## src/rtl/fifo_drain_pkg.sv

```systemverilog
// Shared definitions for the fifo_drain burst read controller:
// FSM state encoding and skid-buffer geometry.
package fifo_drain_pkg;

    typedef enum logic [1:0] {
        ST_IDLE  = 2'd0,
        ST_DRAIN = 2'd1,
        ST_FLUSH = 2'd2,
        ST_DONE  = 2'd3
    } state_e;

    localparam int BUF_DEPTH    = 4;
    localparam int BUF_PTR_BITS = 2;

endpackage

```

## src/rtl/fifo_drain_buf.sv

```systemverilog
// Four-entry circular skid buffer with push/pop strobes and an occupancy count.
// Storage is not reset; only the pointers and count are.
module fifo_drain_buf
    import fifo_drain_pkg::*;
#(
    parameter int DATA_WIDTH = 32
) (
    input  logic                    i_clk,
    input  logic                    i_rst_n,
    input  logic                    i_push,
    input  logic [DATA_WIDTH-1:0]   i_push_data,
    input  logic                    i_pop,
    output logic [DATA_WIDTH-1:0]   o_head,
    output logic [BUF_PTR_BITS:0]   o_count
);

    logic [DATA_WIDTH-1:0]   r_mem [BUF_DEPTH];
    logic [BUF_PTR_BITS-1:0] r_wr_ptr;
    logic [BUF_PTR_BITS-1:0] r_rd_ptr;
    logic [BUF_PTR_BITS:0]   r_count;

    always_ff @(posedge i_clk) begin
        if (i_push) begin
            r_mem[r_wr_ptr] <= i_push_data;
        end
    end

    // Pointers wrap naturally at 2 bits; count tracks full vs. empty.
    always_ff @(posedge i_clk) begin
        if (!i_rst_n) begin
            r_wr_ptr <= '0;
            r_rd_ptr <= '0;
            r_count  <= '0;
        end else begin
            if (i_push) begin
                r_wr_ptr <= r_wr_ptr + BUF_PTR_BITS'(1);
            end
            if (i_pop) begin
                r_rd_ptr <= r_rd_ptr + BUF_PTR_BITS'(1);
            end
            case ({i_push, i_pop})
                2'b10:   r_count <= r_count + (BUF_PTR_BITS+1)'(1);
                2'b01:   r_count <= r_count - (BUF_PTR_BITS+1)'(1);
                default: r_count <= r_count;
            endcase
        end
    end

    assign o_head  = r_mem[r_rd_ptr];
    assign o_count = r_count;

endmodule

```

## src/rtl/fifo_drain.sv

```systemverilog
// Burst read-side controller: pops a programmed number of words from the FIFO,
// absorbs its one-cycle read latency and streams them out through a skid buffer.
module fifo_drain
    import fifo_drain_pkg::*;
#(
    parameter int DATA_WIDTH = 32,
    parameter int LEN_BITS   = 8
) (
    input  logic                  read_clock,
    input  logic                  reset,
    input  logic                  start,
    input  logic                  abort,
    input  logic [LEN_BITS-1:0]   burst_len,
    output logic                  read_enable,
    input  logic                  fifo_empty,
    input  logic [DATA_WIDTH-1:0] q,
    output logic [DATA_WIDTH-1:0] out_data,
    output logic                  out_valid,
    input  logic                  out_ready,
    output logic                  busy,
    output logic                  done,
    output logic [LEN_BITS-1:0]   words_left
);

    state_e                  r_state;
    state_e                  w_state_nxt;
    logic [LEN_BITS-1:0]     r_words_left;
    logic [LEN_BITS-1:0]     w_words_left_nxt;
    logic                    r_inflight;
    logic [BUF_PTR_BITS:0]   w_occ;
    logic [BUF_PTR_BITS+1:0] w_slots_used;
    logic [DATA_WIDTH-1:0]   w_head;
    logic                    w_rd_en;
    logic                    w_pop;
    logic                    w_valid;
    logic                    w_xfer;

    // A pop reserves a slot a cycle before its data lands, so the in-flight
    // word counts against capacity; out_ready is deliberately kept out of this.
    assign w_slots_used = {1'b0, w_occ} + {{(BUF_PTR_BITS+1){1'b0}}, r_inflight};
    assign w_rd_en      = (r_state == ST_DRAIN) && (r_words_left != '0)
                          && (w_slots_used < (BUF_PTR_BITS+2)'(BUF_DEPTH));
    assign w_pop        = w_rd_en && !fifo_empty;
    assign w_valid      = (w_occ != '0);
    assign w_xfer       = w_valid && out_ready;

    fifo_drain_buf #(
        .DATA_WIDTH (DATA_WIDTH)
    ) u_buf (
        .i_clk       (read_clock),
        .i_rst_n     (reset),
        .i_push      (r_inflight),
        .i_push_data (q),
        .i_pop       (w_xfer),
        .o_head      (w_head),
        .o_count     (w_occ)
    );

    always_ff @(posedge read_clock) begin
        if (!reset) begin
            r_state      <= ST_IDLE;
            r_words_left <= '0;
            r_inflight   <= 1'b0;
        end else begin
            r_state      <= w_state_nxt;
            r_words_left <= w_words_left_nxt;
            r_inflight   <= w_pop;
        end
    end

    always_comb begin
        w_state_nxt      = r_state;
        w_words_left_nxt = r_words_left;
        case (r_state)
            ST_IDLE: begin
                if (start) begin
                    w_words_left_nxt = burst_len;
                    w_state_nxt      = (burst_len == '0) ? ST_DONE : ST_DRAIN;
                end
            end
            ST_DRAIN: begin
                if (w_pop) begin
                    w_words_left_nxt = r_words_left - LEN_BITS'(1);
                end
                // An abort still lets a same-edge pop land via r_inflight.
                if (abort) begin
                    w_state_nxt      = ST_FLUSH;
                    w_words_left_nxt = '0;
                end else if (w_pop && (r_words_left == LEN_BITS'(1))) begin
                    w_state_nxt = ST_FLUSH;
                end
            end
            ST_FLUSH: begin
                if (!r_inflight && (w_occ == '0)) begin
                    w_state_nxt = ST_DONE;
                end
            end
            ST_DONE: begin
                w_state_nxt = ST_IDLE;
            end
            default: begin
                w_state_nxt = ST_IDLE;
            end
        endcase
    end

    assign read_enable = w_rd_en;
    assign out_valid   = w_valid;
    assign out_data    = w_valid ? w_head : '0;
    assign busy        = (r_state != ST_IDLE);
    assign done        = (r_state == ST_DONE);
    assign words_left  = r_words_left;

endmodule

```

## config.mk

```make
export PLATFORM = sky130hd
export DESIGN_NAME = fifo_drain
export DESIGN_NICKNAME = d
export VERILOG_FILES = /design/src/rtl/fifo_drain_pkg.sv /design/src/rtl/fifo_drain_buf.sv /design/src/rtl/fifo_drain.sv
export SDC_FILE = /design/constraint.sdc
export NUM_CORES = 1
export LEC_CHECK = 0
export BUFFER_PORTS_ARGS = -buffer_cell sky130_fd_sc_hd__clkbuf_2
export CORE_UTILIZATION = 45
export CTS_BUF_LIST = sky130_fd_sc_hd__clkbuf_16
export DETAILED_ROUTE_END_ITERATION = 16
export PLACE_DENSITY_LB_ADDON = 0.2
export SYNTH_ARGS = -nofsm -noshare
export SYNTH_HDL_FRONTEND = slang
export SYNTH_SLANG_ARGS = --single-unit
```

## constraint.sdc

```tcl
create_clock -name read_clock -period 4.8 [get_ports read_clock]
set_input_delay 0 -clock read_clock [delete_from_list [all_inputs] [get_ports read_clock]]
set_output_delay 0 -clock read_clock [all_outputs]
set_load 0.05 [all_outputs]
```

==> results of run 1 <==
layout by cell type (no fill, tap or decap), types with 8 or more instances in the layout:
master                          instances
sky130_fd_sc_hd__and2_1                38
sky130_fd_sc_hd__clkbuf_16             17
sky130_fd_sc_hd__clkbuf_2              89
sky130_fd_sc_hd__dfxtp_1               18
sky130_fd_sc_hd__dlygate4sd3_1         38
sky130_fd_sc_hd__edfxtp_1             128
sky130_fd_sc_hd__ha_1                  13
sky130_fd_sc_hd__inv_1                 24
sky130_fd_sc_hd__mux4_2                32
sky130_fd_sc_hd__nand2_1                8
sky130_fd_sc_hd__o21ai_0                8
power by group through the flow:
stage	Combinational, W	Clock [W]	Sequential (W)
final	0.00127	0.00120	0.00155
after global routing	0.00137	0.00128	0.00156
after CTS	0.00129	0.00123	0.00155
after detailed placement	0.00126	0	0.00157
after global placement	0.00126	0	0.00157
after floorplan	0.000906	0	0.00164
critical path, cell delays in order, from the launching register on:
cell                       delay (ns)
sky130_fd_sc_hd__dfxtp_2         0.31
sky130_fd_sc_hd__buf_4           0.54
sky130_fd_sc_hd__mux4_2          0.57
sky130_fd_sc_hd__and2_1          0.19
sky130_fd_sc_hd__clkbuf_2        0.24
layout make-up:
| type | count | area, um2 |
|---|---|---|
| Fill cell | 1048 | 5610 |
| Multi-Input combinational cell | 170 | 1780 |
| Inverter | 17 | 63.8 |
| Clock buffer | 17 | 425 |
| Clock inverter | 15 | 110 |
| Sequential cell | 148 | 4250 |
| Timing Repair Buffer | 129 | 841 |
| Tap cell | 176 | 220 |
worst paths after layout:
kind / startpoint / end / slack [ns]
worst max-delay path: register / out_data[0] / 2.51
worst min register to register: r_state[0]$_SDFFE_PN0P_ / r_state[0]$_SDFFE_PN0P_ / 0.53
worst min-delay path: burst_len[6] / words_left[6]$_SDFFE_PN0P_ / 0.02
worst max register to register: r_state[1]$_SDFFE_PN0P_ / words_left[5]$_SDFFE_PN0P_ / 2.71
what timing repair did:
item | 4_1_cts | 5_1_grt
endpoints found under the hold margin | 134 | 0
buffers inserted | 0 | 0
hold buffers | 38 | 0
endpoints found under the setup margin | 0 | 0
routing by layer:
| metal | vias to the layer above | share of wire (%) | global-route usage [%] |
|---|---|---|---|
| li1 | 1624 | - | - |
| met1 | 1738 | 45 | 23.0 |
| met3 | 15 | 4.0 | 4.74 |
| met2 | 88 | 49 | 28.7 |
| met4 | 0 | 1.8 | 8.54 |
| met5 | - | 0 | 0 |
flip-flops by register name (all words and copies together) (netlist names), named ones only:
| name | cells |
|---|---|
| words_left | 8 |
| u_buf.o_count | 3 |
| u_buf.r_rd_ptr | 2 |
| r_state | 2 |
| u_buf.r_mem | 128 |
| r_inflight | 1 |
| u_buf.r_wr_ptr | 2 |
stage by stage:
stage / area (um2) / utilization (%)
final: 7690 / 57.8
after global routing: 7690 / 57.8
after CTS: 7690 / 57.8
after detailed placement: 6770 / 50.9
after global placement: 6770 / 50.9
after floorplan: 6150 / -
cell families (layout without fill, tap and decap cells):
family / Yosys count / in the layout
flip-flops: 148 / 148
AND/OR/NAND/NOR: 82 / 82
multiplexers: 35 / 35
AO/OA/AOI/OAI: 32 / 32
buffers and inverters: 32 / 178
adder cells (fa/ha/maj): 14 / 14
XOR/XNOR: 7 / 7
==> results.md, run 1 <==
Yosys:
- The share of synthesized registers carrying an async set or reset is 0%.
- The post-synthesis share of cell area spent on xor and xnor gates is 0.997%.
- The number of nets handed over by synthesis was 410.
- The adder-cell share of the synthesized area is 2.97%.
- Yosys instantiated no cell more often than sky130_fd_sc_hd__edfxtp_1.
- The dominant synthesized flop cell is sky130_fd_sc_hd__edfxtp_1.
- Synthesis instantiated 45 different standard cells from the library.
- The total of flip-flops plus latches after synthesis is 148.
- The share of the synthesized area in compound gates (AO/OA/AOI/OAI) is 4.54%.
- The area share of the leading cell type in the synthesized netlist is 62.5%.
- Sorting the synthesized cells by area gives the leading types as sky130_fd_sc_hd__edfxtp_1 62%, sky130_fd_sc_hd__mux4_2 12%, sky130_fd_sc_hd__dfxtp_1 6.5%.
- After synthesis, the most frequently instantiated cells are 128 x sky130_fd_sc_hd__edfxtp_1, 42 x sky130_fd_sc_hd__and2_1, 32 x sky130_fd_sc_hd__mux4_2.
- The combinational family with the most area after synthesis is multiplexers.
- Summing every instance area after synthesis gives 0.00615 mm2.
- The share of synthesized area occupied by flip-flops and latches is 69.0%.
- The library cell occupying the most area in the post-synthesis netlist is sky130_fd_sc_hd__edfxtp_1.
- The Yosys step of the flow raised 0 warnings.
- The post-synthesis area per instance is 17.6 um2.
- The cell count after synthesis came out at 350.
- In the synthesized netlist, mux cells make up 12.2% of the area.
- The number of synthesized flops with an enable pin is 128.
- The area fraction in and, or, nand and nor cells after synthesis is 8.14%.

GRT:
- The global-route congestion overflow total is 0.
- Entering global routing, the biggest net connects 35 pins.
- The initial antenna violation count came to 0.
- The global-route wire length before repair is 18700 um.
- The overall fraction of global-route tracks in use is 18.0%.
- The number of global-route vias before repair is 3589.

Route:
- The first TritonRoute pass finished after 4 iterations.
- The total number of vias is 3465.
- The post-route DRC violation count is 0.
- Wires add up to 11700 um.
- The violation count after the first detailed-route iteration is 189.
- The mean routed wirelength per cell is 17.4 um.
- The remaining antenna violation count after routing is 0.
- The detailed-route vias per instance is 5.16.

Worst setup path:
- For the worst setup path, the data arrival time is 2.29 ns.
- For the worst setup path, the data required time is 4.80 ns.
- Along the worst path, the maximum fanout reaches 32.
- STA classifies the critical path endpoint as an output pin.
- The worst register-to-register path has a depth of 6.
- The type of the worst setup path is register to output pin.
- The nature of the critical path startpoint is a register.

CTS:
- The TritonCTS buffer count is 17.
- At the later pin of the worst-skew pair, clock insertion delay measures 0.41 ns.
- The post-CTS resize count is 0.
- TritonCTS built the clock tree.
- The clock tree buffer depth is 2.
- The clock root buffer is sky130_fd_sc_hd__clkbuf_16.
- The count of H-tree levels built during CTS is 4.
- The CTS sink count is 148.
- Clock-pin slew was measured on the worst setup and hold paths at 0.06 ns.

Timing:
- Final hold analysis gives a worst-case slack of 0.0151 ns.
- Dividing the final minimum period by the clock period gives 47.7%.
- For this run, the top clock speed supported by timing is 437 MHz.
- At the pin with the least slew margin, the transition time is 0.931 ns.
- Setup violations remaining at the end of the flow were counted as 0.
- In this run the tightest slew margin relative to its limit is 38.0%.
- The post-route worst setup slack is 2.51 ns.
- The number of hold-slack violations in the final timing report came to 0.
- The max-slew violation total from the final report was 0.
- The time the worst path needs with I/O delays and setup is 2.29 ns.
- For the final database, setup skew stands at 0.00763 ns.
- Adding up every negative setup slack in the final design gives 0 ns.
- Setup repair after global routing left no endpoint under its margin.

Floorplanning:
- In this run the horizontal extent of the chip is 119 um.
- The cell row count is 42.
- The region available for standard cell placement spans 0.0133 mm2.
- The die covers 0.0141 mm2.
- The I/O pin total is 90.
- The die height is 119 um.
- The initial utilization of the core area, before any placement, comes to 46.3%.

Pwr:
- The portion of total power attributed to combinational logic is 31.7%.
- The standby leakage power is 2.82 nW.
- Registers are responsible for 38.5% of the overall power.
- Net switching is 34.4% of the power.
- The relative contribution of the clock network to total power is 29.9%.
- The internal power of the cells totals 0.00264 W.
- The power consumption is 0.00403 W.
- In this run the power spent charging and discharging nets is 0.00138 W.
- The maximum VDD drop is 386 uV.
- The power density of the placed cells is 524 mW/mm2.

Cells and area:
- The share of cells above drive strength 1 is 31.9%.
- From synthesis to final layout, the design area changed by 25.0%.
- The number of diodes added for antenna fixing is 0.
- At the end of the flow, the number of nets in the layout was 543.
- The final cell count without fillers is 672.

Placement:
- The post-placement cell count is 602.
- The number of input and output port buffers inserted is 89.
- The last weighted congestion value of the routability-driven placer is 0.833.
- At the placement stage, the worst setup path has a slack of 2.72 ns.
- Once detailed placement completed, the half-perimeter wirelength came to 6770 um.

Run status:
- The flow ran to the end, and the final reports show no timing, DRC or antenna violations.

Flow run:
- The max-cap violation count is 0.

Hold path:
- Counting instances, the worst hold path has a depth of 4.
- The min-delay analysis places its worst path in the category input pin to register.
Power figures use the tool's default switching activity.
==> run 2: changes to the inputs <==
- ABC_AREA: unset -> 1
- clock period: 4.8 -> 2.1 ns (I/O delays scaled with it)
==> run 2 against run 1 <==
- sequential share of layout area shrank 2.3 points
- flip-flop and latch count is the same
- cell area up 4.3%
- count of clock-buffer cells in the layout is the same
- global-route usage grew 1.8 points
- clock power rose by 130%
- die area up 1.9%
- first-iteration DRC count is 41% higher
- cell count up 37%
- via count increased by 32%
- sequential power increased by 130%
- worst setup slack worse by 2.4 ns
==> results.md, run 2 <==
Run status:
- The flow ran to the end, and the final reports show no timing, DRC or antenna violations.

Floorplanning:
- The full die area came to 0.0144 mm2 (+1.9%).
- The area of the core is 0.0134 mm2 (+0.79%).
- The starting density of the core is 46.8% (+0.51 points).
- The die height came to 120 um (+0.93%).
- The width of the die came to 120 um (+0.93%).
- The cell row count is 42 (unchanged).
- The I/O pin total was 90 (unchanged).

CTS:
- The clock root buffer is sky130_fd_sc_hd__clkbuf_16.
- The count of H-tree levels built during CTS was 4 (unchanged).
- The CTS tree is done.
- The CTS sink count is 148 (unchanged).
- The source-to-sink clock delay at the later pin of the worst-skew pair came to 0.41 ns (about the same).
- The post-CTS clock slew at the launch and capture registers of the worst setup and hold paths is 0.06 ns (about the same).
- The clock tree buffer depth is 2 (unchanged).
- The TritonCTS buffer count came to 17 (unchanged).

Pwr:
- The standby leakage power is 3.20 nW (+14%).
- The maximum VDD drop was 972 uV (+150%).
- The power density of the placed cells is 1210 mW/mm2 (+130%).

GRT:
- The initial antenna violation count is 0 (unchanged).
- The global-route congestion overflow total was 0 (unchanged).
- The global-route wire length before repair was 21400 um (+15%).
- The number of global-route vias before repair is 4372 (+22%).
- The maximum number of pins on one net before global-route repair is 47 (+34%).
- The overall fraction of global-route tracks in use is 19.8% (+1.8 points).

Timing:
- The final setup skew was 0.0108 ns (+0.00316 ns).
- Setup repair after global routing left no endpoint under its margin.
- The transition time at the pin with the least slew margin was 0.432 ns (-0.498 ns).
- The total of endpoints with negative setup slack in the final report is 0 (unchanged).
- The number of hold-slack violations in the final timing report is 0 (unchanged).
- The worst path uses 92.4% of the clock period.
- Derived from the worst setup path, the maximum achievable clock frequency is 515 MHz.
- The max-slew violation total from the final report is 0 (unchanged).
- The final-layout setup total negative slack came to 0 ns (unchanged).
- The headroom to the max-slew limit is 71.2% (+33 points).
- The time the worst path needs with I/O delays and setup is 1.94 ns.
- The final hold slack is 0.0398 ns (+0.0247 ns).

Yosys:
- The cell count after synthesis is 587 (+68%).
- The area share of the leading cell type in the synthesized netlist was 61.3% (-1.2 points).
- Sorting the synthesized cells by area gives the leading types as sky130_fd_sc_hd__edfxtp_1 61%, sky130_fd_sc_hd__nor2_1 9.9%, sky130_fd_sc_hd__dfxtp_1 6.4%.
- The total of flip-flops plus latches after synthesis came to 148 (unchanged).
- The total standard cell area after synthesis came to 0.00627 mm2 (+1.9%).
- The post-synthesis net count is 647 (+58%).
- The distinct cell type count after synthesis came to 29 (-36%).
- The share of synthesized registers carrying an async set or reset was 0% (unchanged).
- Ranked by instance count, the synthesized netlist is headed by 165 x sky130_fd_sc_hd__nor2_1, 128 x sky130_fd_sc_hd__edfxtp_1, 78 x sky130_fd_sc_hd__o21ai_0.
- For this run, the leading register cell type out of synthesis is sky130_fd_sc_hd__edfxtp_1.
- The number of synthesized flops with an enable pin is 128 (unchanged).
- The post-synthesis area per instance is 10.7 um2 (-39%).
- The share of synthesized area occupied by flip-flops and latches is 67.7% (-1.3 points).
- The library cell occupying the most area in the post-synthesis netlist is sky130_fd_sc_hd__edfxtp_1.
- The most repeated cell in the gate-level netlist after synthesis is sky130_fd_sc_hd__nor2_1.
- The number of warnings issued by yosys is 0 (unchanged).

Route:
- The post-detailed-routing wire length was 13400 um (+15%).
- The detailed-route vias per instance is 4.99 (-3.3%).
- The mean routed wirelength per cell came to 14.6 um (-16%).
- The iteration count of the initial detailed-routing pass is 5 (+1).
- The remaining antenna violation count after routing is 0 (unchanged).
- The total number of vias is 4577 (+32%).
- The violation count after the first detailed-route iteration is 267 (+41%).
- The post-route DRC violation count is 0 (unchanged).

Worst setup path:
- The critical path is of the register to register type.
- The required time of the worst setup path was 2.39 ns (-2.41 ns).
- The arrival time of the worst setup path was 2.24 ns (-0.05 ns).
- The critical path's largest stage delay came to 0.38 ns (-0.19 ns).
- The cell with the biggest individual delay on the critical path is sky130_fd_sc_hd__fa_1.
- The worst setup path is launched from a register.
- The signal on the critical path passes through inv_1, nand2_2, nand2_1, inv_2, ha_1, inv_1, fa_1, a21oi_1, o21ai_0, o21ai_0, a21oi_1.
- The maximum fanout along the worst path is 5 (-84%).
- The worst setup path is captured at a register.

Cells and area:
- The number of nets in the final layout is 789 (+45%).
- The top cell types in the final layout, fill and taps aside, are 165 x sky130_fd_sc_hd__nor2_1, 128 x sky130_fd_sc_hd__edfxtp_1, 84 x sky130_fd_sc_hd__clkbuf_2.
- The flip-flop count of the largest register after layout is 128 (unchanged).
- The final design utilization is 59.8% (+2.0 points).
- The most common library cell in the layout ignoring fill and taps is sky130_fd_sc_hd__nor2_1.
- Ranked by flip-flop count, first place goes to u_buf.r_mem.
- The share of cells above drive strength 1 is 18.9% (-13 points).
- The fill cell total of the finished layout is 1121 (+7.0%).
- The sequential standard cell area is 0.00425 mm2 (unchanged).
- The final cell count without fillers came to 918 (+37%).
- The final design area excluding fillers is 0.00802 mm2 (+4.3%).
- The footprint of the multi-input gates was 0.00176 mm2 (-1.1%).
- The number of diodes added for antenna fixing is 0 (unchanged).
- The layout overhead on the synthesized area is 27.9%.

Flow run:
- The max-cap violation count is 0 (unchanged).

Placement:
- The post-placement cell count came to 843 (+40%).
- The half-perimeter wire length after detailed placement is 8000 um (+18%).
- The last weighted congestion value of the routability-driven placer is 0.816 (-2.1%).
- The number of input and output port buffers inserted is 89 (unchanged).
- The area of placed instances is 0.00703 mm2 (+3.8%).

Hold path:
- The tightest min-delay check is of the input pin to register type.
==> run 2: changes by cell type in the layout (fill, tap and decap cells not counted), moves of 5 or more <==
cell,before,now
sky130_fd_sc_hd__a21oi_1,1,45
sky130_fd_sc_hd__inv_1,24,38
sky130_fd_sc_hd__o21ai_0,8,78
sky130_fd_sc_hd__clkbuf_2,89,84
sky130_fd_sc_hd__nor2b_1,6,0
sky130_fd_sc_hd__mux4_2,32,0
sky130_fd_sc_hd__buf_12,0,7
sky130_fd_sc_hd__and2_1,38,0
sky130_fd_sc_hd__nor2_1,6,165
sky130_fd_sc_hd__nand2_1,8,49
sky130_fd_sc_hd__buf_4,2,14
==> run 2: power by group <==
| part | internal, W | switching (W) | leakage [nW] |
|---|---|---|---|
| Clock | 0.00169 | 0.00103 | 0.285 |
| Sequential | 0.00340 | 0.000119 | 1.32 |
| Combinational | 0.000979 | 0.00247 | 1.60 |
==> run 2: cells by family (layout without fill, tap and decap cells) <==
kind of cell,count (synthesis),count (layout),synth area share [%]
fa+ha+maj,14,14,2.91
buf+inv,65,220,4.25
flops,148,148,67.7
xor+xnor,1,1,0.140
simple gates,233,233,14.9
compound gates,126,126,10.1
==> run 2: area by class of cell <==
cell class,instances,area share (%)
timing repair buffer,148,13.7
tap,176,2.75
inverter,40,1.92
clock buffer,17,5.31
multi-input combinational,374,22.0
sequential,148,53.0
clock inverter,15,1.39
==> run 2: metal layers <==
| layer | share of wire, % | vias to the layer above | track usage [%] |
|---|---|---|---|
| met3 | 5.6 | 14 | 5.09 |
| met2 | 50 | 124 | 32.1 |
| met1 | 43 | 2155 | 25.4 |
| met4 | 0.99 | 0 | 7.89 |
| met5 | 0 | - | 0 |
| li1 | - | 2284 | - |
==> run 2: path summary, 6_finish.rpt <==
check	from	depth (start not counted)	end	slack, ns
max	u_buf.o_count[2]$_SDFFE_PN0P_	11	u_buf.o_count[2]$_SDFFE_PN0P_	0.16
min	reset	3	words_left[4]$_SDFFE_PN0P_	0.04
max reg2reg	u_buf.o_count[2]$_SDFFE_PN0P_	11	u_buf.o_count[2]$_SDFFE_PN0P_	0.16
min reg2reg	u_buf.r_rd_ptr[1]$_SDFFE_PN0N_	2	register	0.46
==> run 2: per-stage QoR <==
step	setup slack, ns	total power [W]
after floorplan	0.0274	0.00605
after detailed placement	0.143	0.00690
after CTS	0.0510	0.00975
after global placement	0.289	0.00684
final	0.159	0.00969
after global routing	0.0454	0.0102
==> run 2: critical path, delay by kind of cell (launching register included) <==
kind                     cells  cell delay, ns
AO/OA/AOI/OAI                4            0.55
buffers and inverters        3            0.22
flip-flops                   1            0.34
adder cells (fa/ha/maj)      2            0.52
AND/OR/NAND/NOR              2            0.19
==> run 2: timing repair <==
item / 4_1_cts / 5_1_grt
gates resized for setup: 1 / 3
setup buffers: 1 / 0
hold endpoints to repair: 141 / 0
endpoints found under the setup margin: 1 / 10
hold buffers: 42 / 0
